## src/rtl/mfp_ahb_lite_master.sv

```systemverilog
// Purpose: turns single read/write commands into one AHB-Lite SINGLE transfer each (no pipelining).
// Latency: accept edge N -> NONSEQ in N+1 -> data phase N+2 -> rsp_valid N+3 (misaligned: rsp_valid N+1).
// Backpressure: cmd_ready only in idle; slave HREADY stretches address/data phases; rsp_valid cannot stall.
module mfp_ahb_lite_master #(
   parameter int         WAIT_W    = 8,
   parameter logic [3:0] HPROT_VAL = 4'b0011
) (
   input  logic              HCLK,
   input  logic              HRESETn,
   // command side
   input  logic              cmd_valid,
   output logic              cmd_ready,
   input  logic              cmd_write,
   input  logic [31:0]       cmd_addr,
   input  logic [31:0]       cmd_wdata,
   input  logic [2:0]        cmd_size,
   // response side
   output logic              rsp_valid,
   output logic [31:0]       rsp_rdata,
   output logic              rsp_error,
   output logic [WAIT_W-1:0] rsp_waits,
   // AHB-Lite master
   output logic [31:0]       HADDR,
   output logic [2:0]        HBURST,
   output logic              HMASTLOCK,
   output logic [3:0]        HPROT,
   output logic [2:0]        HSIZE,
   output logic [1:0]        HTRANS,
   output logic [31:0]       HWDATA,
   output logic              HWRITE,
   input  logic [31:0]       HRDATA,
   input  logic              HREADY,
   input  logic              HRESP
);

   localparam logic [1:0] TRANS_IDLE   = 2'b00;
   localparam logic [1:0] TRANS_NONSEQ = 2'b10;

   typedef enum logic [1:0] {S_IDLE, S_ADDR, S_DATA, S_RESP} state_t;

   state_t            state_q;
   logic              write_q;
   logic [31:0]       addr_q;
   logic [31:0]       wdata_q;
   logic [2:0]        size_q;
   logic [1:0]        htrans_q;
   logic [31:0]       hwdata_q;
   logic              rsp_valid_q;
   logic [31:0]       rsp_rdata_q;
   logic              rsp_error_q;
   logic [WAIT_W-1:0] rsp_waits_q;
   logic [WAIT_W-1:0] wait_cnt_q;
   logic [WAIT_W-1:0] wait_cnt_d;
   logic              misaligned;

   // Commands the bus cannot express as one naturally aligned beat are bounced without a transfer.
   always_comb begin
      misaligned = (cmd_size > 3'd2)
                || ((cmd_size == 3'd1) && cmd_addr[0])
                || ((cmd_size == 3'd2) && (cmd_addr[1:0] != 2'b00));
   end

   // Saturating next value of the data-phase wait counter.
   always_comb begin
      wait_cnt_d = (&wait_cnt_q) ? wait_cnt_q : wait_cnt_q + WAIT_W'(1);
   end

   // Transfer sequencer; every bus and response output is a register updated here.
   always_ff @(posedge HCLK) begin
      if (!HRESETn) begin
         state_q     <= S_IDLE;
         write_q     <= 1'b0;
         addr_q      <= '0;
         wdata_q     <= '0;
         size_q      <= '0;
         htrans_q    <= TRANS_IDLE;
         hwdata_q    <= '0;
         rsp_valid_q <= 1'b0;
         rsp_rdata_q <= '0;
         rsp_error_q <= 1'b0;
         rsp_waits_q <= '0;
         wait_cnt_q  <= '0;
      end else begin
         rsp_valid_q <= 1'b0;
         case (state_q)
            S_IDLE: begin
               if (cmd_valid) begin
                  write_q    <= cmd_write;
                  addr_q     <= cmd_addr;
                  wdata_q    <= cmd_wdata;
                  size_q     <= cmd_size;
                  wait_cnt_q <= '0;
                  if (misaligned) begin
                     // rsp_rdata deliberately keeps the last read value
                     state_q     <= S_RESP;
                     rsp_valid_q <= 1'b1;
                     rsp_error_q <= 1'b1;
                     rsp_waits_q <= '0;
                  end else begin
                     state_q  <= S_ADDR;
                     htrans_q <= TRANS_NONSEQ;
                  end
               end
            end
            S_ADDR: begin
               // address phase ends only when the bus is ready
               if (HREADY) begin
                  state_q  <= S_DATA;
                  htrans_q <= TRANS_IDLE;
                  if (write_q) begin
                     hwdata_q <= wdata_q;
                  end
               end
            end
            S_DATA: begin
               // HRESP with HREADY low is the first error cycle: just another wait
               if (HREADY) begin
                  if (!write_q) begin
                     rsp_rdata_q <= HRDATA;
                  end
                  rsp_error_q <= HRESP;
                  rsp_waits_q <= wait_cnt_q;
                  rsp_valid_q <= 1'b1;
                  state_q     <= S_RESP;
               end else begin
                  wait_cnt_q <= wait_cnt_d;
               end
            end
            S_RESP: begin
               state_q <= S_IDLE;
            end
            default: begin
               state_q <= S_IDLE;
            end
         endcase
      end
   end

   assign cmd_ready = (state_q == S_IDLE);
   assign rsp_valid = rsp_valid_q;
   assign rsp_rdata = rsp_rdata_q;
   assign rsp_error = rsp_error_q;
   assign rsp_waits = rsp_waits_q;

   assign HADDR     = addr_q;
   assign HWRITE    = write_q;
   assign HSIZE     = size_q;
   assign HTRANS    = htrans_q;
   assign HWDATA    = hwdata_q;
   assign HBURST    = 3'b000;
   assign HMASTLOCK = 1'b0;
   assign HPROT     = HPROT_VAL;

endmodule

```

## config.mk

```make
export PLATFORM = sky130hd
export DESIGN_NAME = mfp_ahb_lite_master
export DESIGN_NICKNAME = d
export VERILOG_FILES = /design/src/rtl/mfp_ahb_lite_master.sv
export SDC_FILE = /design/constraint.sdc
export NUM_CORES = 1
export LEC_CHECK = 0
export ABC_AREA = 1
export CAP_MARGIN = 5
export CORE_MARGIN = 2
export CORE_UTILIZATION = 55
export CTS_BUF_LIST = sky130_fd_sc_hd__clkbuf_8
export CTS_CLUSTER_DIAMETER = 120
export CTS_CLUSTER_SIZE = 12
export DETAILED_ROUTE_END_ITERATION = 7
export DONT_BUFFER_PORTS = 1
export GPL_ROUTABILITY_DRIVEN = 0
export GPL_TIMING_DRIVEN = 0
export PLACE_DENSITY = 0.66
export SLEW_MARGIN = 20
export SYNTH_ARGS = -nofsm -noshare
export SYNTH_HDL_FRONTEND = slang
export SYNTH_SLANG_ARGS = --single-unit
```

## constraint.sdc

```tcl
create_clock -name HCLK -period 3.3 [get_ports HCLK]
set_input_delay 0.165 -clock HCLK [delete_from_list [all_inputs] [get_ports HCLK]]
set_output_delay 0.165 -clock HCLK [all_outputs]
set_load 0.03 [all_outputs]
```

==> results.py <==
metrics = {
    "setup_path": {
        "worstReg2RegStart": "state_q[1]",
        "cp.required_ns": 3.63,
        "path_max_fanout": 10,
        "startpoint_type": "register",
        "critPathCaptureType": "register",
        "path_class": "register to register",
        "crit_chain": "inv_1 > ha_1 > nand2_1 > buf_6 > clkbuf_1 > o21ai_0 > nor2_1",
        "crit_start": "state_q[1]",
        "r2r_slack_ns": 1.19,
        "r2r_cells": 7,
        "crit_slowest_cell": "ha_1",
        "critPathMaxStageDelay_ns": 0.59,
        "critPathArrivalTime_ns": 2.44,
        "worstReg2RegEnd": "HADDR[17]",
    },
    "sta": {
        "grt_setup_unrepaired": "false",
        "slew_headroom": 0.558,
        "clock.fmax_ghz": 0.474,
        "worst_pin_slew_ns": 0.663,
        "finalWorstSetupSlack_ns": 1.19,
        "fin_setup_tns_ns": 0,
        "slew_viol_final": 0,
        "min_period_ns": 2.11,
        "hold_violations": 0,
        "finalCritPeriodShare": 0.639,
        "setup_viol": 0,
        "skew_ns": 0.0133,
    },
    "clock_network": {
        "cts.sinks": 153,
        "clkTransAtPathRegs_ns": 0.09,
        "cts_buffer_depth": 2,
        "h-tree-depth": 4,
        "numCtsBuffers": 17,
        "cts_tree": "done",
        "postCtsSetupBuffers": 0,
        "insertion_delay_ns": 0.45,
        "cts_root_buf": "clkbuf_8",
    },
    "hold_path": {
        "hp-start": "HREADY",
        "worstHoldPathType": "input port to register",
        "hold_depth": 3,
        "hold_end": "state_q[1]",
    },
    "logic_synthesis": {
        "avgSynthCellArea_um2": 7.68,
        "synth_edf_count": 0,
        "synthArstFlopShare": 0,
        "netlist_instances": 745,
        "ys_seq_elements": 153,
        "synthesis.area_um2": 5720,
        "ys.flop_type": "dfxtp_1",
        "ys_seq_area_frac": 0.536,
        "yosysWarnings": 0,
        "yosysUniqueCellTypes": 26,
    },
    "run": {
        "maxCapViolCount": 0,
    },
    "routing": {
        "via_per_inst": 5.22,
        "drt-initial-drc-count": 239,
        "drt-pass1-iter-count": 4,
        "vias": 5332,
        "ant_nets": 0,
        "wl_per_cell_um": 15.7,
        "totalWireLength_mm": 16.0,
        "drcViolationCount": 0,
    },
    "die": {
        "rows": 37,
        "io_pins": 226,
        "core_area_um2": 10200,
        "start_util": 0.559,
        "die_w_um": 106,
        "die_area_um2": 11200,
        "dieHeight_um": 106,
    },
    "finish": {
        "drive_gt1_frac": 0.0734,
        "final_area_um2": 7380,
        "fin_nets": 982,
        "area_growth_pct": 29.1,
        "antenna_cells": 0,
        "layoutNonFillerInstCount": 1022,
    },
    "pwr": {
        "p_leak_uw": 0.00301,
        "clkPwrFrac": 0.273,
        "power_uw": 5750,
        "switching_share": 0.389,
        "p_int_uw": 3520,
        "p_per_area_nw_per_um2": 779,
        "p_sw_uw": 2230,
        "seqPwrFrac": 0.517,
        "ir_drop_uv": 423,
        "pwr-share-comb": 0.210,
    },
    "place": {
        "placed_cells": 888,
        "port_buffers": 0,
        "detailed_place_hpwl_mm": 10.5,
        "dpl-instance-area_um2": 5920,
        "place_ws_ns": 1.25,
    },
    "global_routing": {
        "antenna_found_initial": 0,
        "grt.total_usage": 0.286,
        "grt_pass1_wl_mm": 25.4,
        "grt_overflow": 0,
        "grt_pass1_vias": 5394,
        "grt_max_degree": 17,
    },
    "run_status": {
        "status": "finished clean",
    },
}
-- critical path: cells and delay by family, from the launching register on --
| kind | cells | cell delay (ns) |
|---|---|---|
| flip-flops | 1 | 0.33 |
| AND/OR/NAND/NOR | 2 | 0.31 |
| AO/OA/AOI/OAI | 1 | 0.28 |
| buffers and inverters | 3 | 0.48 |
| adder cells (fa/ha/maj) | 1 | 0.59 |
-- power groups by stage --
stage | Combinational (uW) | Sequential (uW) | Clock (uW)
final | 1210 | 2970 | 1570
after global routing | 1380 | 3010 | 1670
after CTS | 1180 | 2970 | 1590
after detailed placement | 1080 | 3010 | 0
after global placement | 1040 | 3000 | 0
after floorplan | 865 | 2920 | 0
-- synthesized netlist by cell type, drive strengths merged, types with 2 or more instances --
master	number	area [um^2]
nor2	214	811
o21ai	139	696
dfxtp	153	3060
nand4	12	75.1
inv	58	218
nand3	6	47.6
nand2	44	168
ha	4	50.1
nor3	2	10.0
conb	2	7.51
clkinv	2	7.51
a21oi	53	277
clkbuf	27	101
buf	26	168
-- flip-flops by register name (all words and copies together) (netlist names) --
register	flops
HSIZE	3
wdata_q	32
HADDR	32
rsp_waits	8
HTRANS	1
HWDATA	32
rsp_rdata	32
rsp_error	1
HWRITE	1
state_q	2
wait_cnt_q	8
rsp_valid	1
-- how the worst max path moves through the flow --
| stage | to | slack, ns | cells past startpoint |
|---|---|---|---|
| finish | HADDR[17] | 1.19 | 7 |
| global route | HADDR[17] | 0.99 | 7 |
| CTS | HADDR[7] | 1.24 | 7 |
| detailed placement | HADDR[7] | 1.25 | 7 |
| global placement | wdata_q[20] | 1.31 | 7 |
| floorplan | HADDR[0] | 1.59 | 7 |
-- stage by stage --
| step | hold slack, ns | utilization |
|---|---|---|
| after floorplan | 0.300 | - |
| after global placement | 0.302 | 0.578 |
| after detailed placement | 0.308 | 0.578 |
| after CTS | 0.0207 | 0.721 |
| after global routing | 0.0625 | 0.721 |
| final | 0.0341 | 0.721 |
-- layer usage --
| metal | wire length [um] | vias up | part of all wire | global-route usage |
|---|---|---|---|---|
| li1 | - | 2631 | - | - |
| met1 | 6190 | 2430 | 0.39 | 0.315 |
| met2 | 7970 | 229 | 0.50 | 0.502 |
| met3 | 1390 | 42 | 0.087 | 0.0944 |
| met4 | 480 | 0 | 0.030 | 0.131 |
| met5 | 0 | - | 0 | 0 |
-- timing repair --
action	in CTS	in global routing
gates resized for setup	0	0
hold buffers	102	0
endpoints found under the hold margin	102	0
-- final cells by class --
cell class | instances | area, um^2
clock inverter | 14 | 196
clock buffer | 18 | 248
timing repair buffer | 102 | 1020
sequential | 153 | 3060
multi-input combinational | 486 | 2190
fill | 839 | 2850
buffer | 53 | 269
tap | 136 | 170
inverter | 60 | 225
-- logic make-up (layout without fill, tap and decap cells) --
logic type,Yosys count,after routing,share of synthesized area
adders and majority gates,4,4,0.00875
other,2,9,0.00131
and+or+nand+nor,278,278,0.194
AOI/OAI and AO/OA,195,195,0.174
DFF,153,153,0.536
buffers and inverters,113,247,0.0864
-- cell usage in the layout, fill, tap and decap left out --
master,n
dlygate4sd3_1,102
inv_8,1
buf_6,2
o211ai_1,1
inv_6,2
o21ai_1,13
clkbuf_8,18
a21oi_1,52
clkinvlp_4,4
clkinv_4,1
bufinv_16,4
nand3_2,1
nor3_1,2
buf_2,14
nand4_1,12
nor2_2,3
a31oi_1,1
ha_1,4
nand3_1,4
clkbuf_1,27
o21bai_1,1
dfxtp_1,153
clkinv_1,2
nand2_2,1
inv_2,1
clkinv_2,1
nand2_1,43
o21ai_0,126
buf_4,10
nand3_4,1
conb_1,9
nor2_1,211
a21oi_4,1
inv_1,58
(Power assumes the default switching activity.)
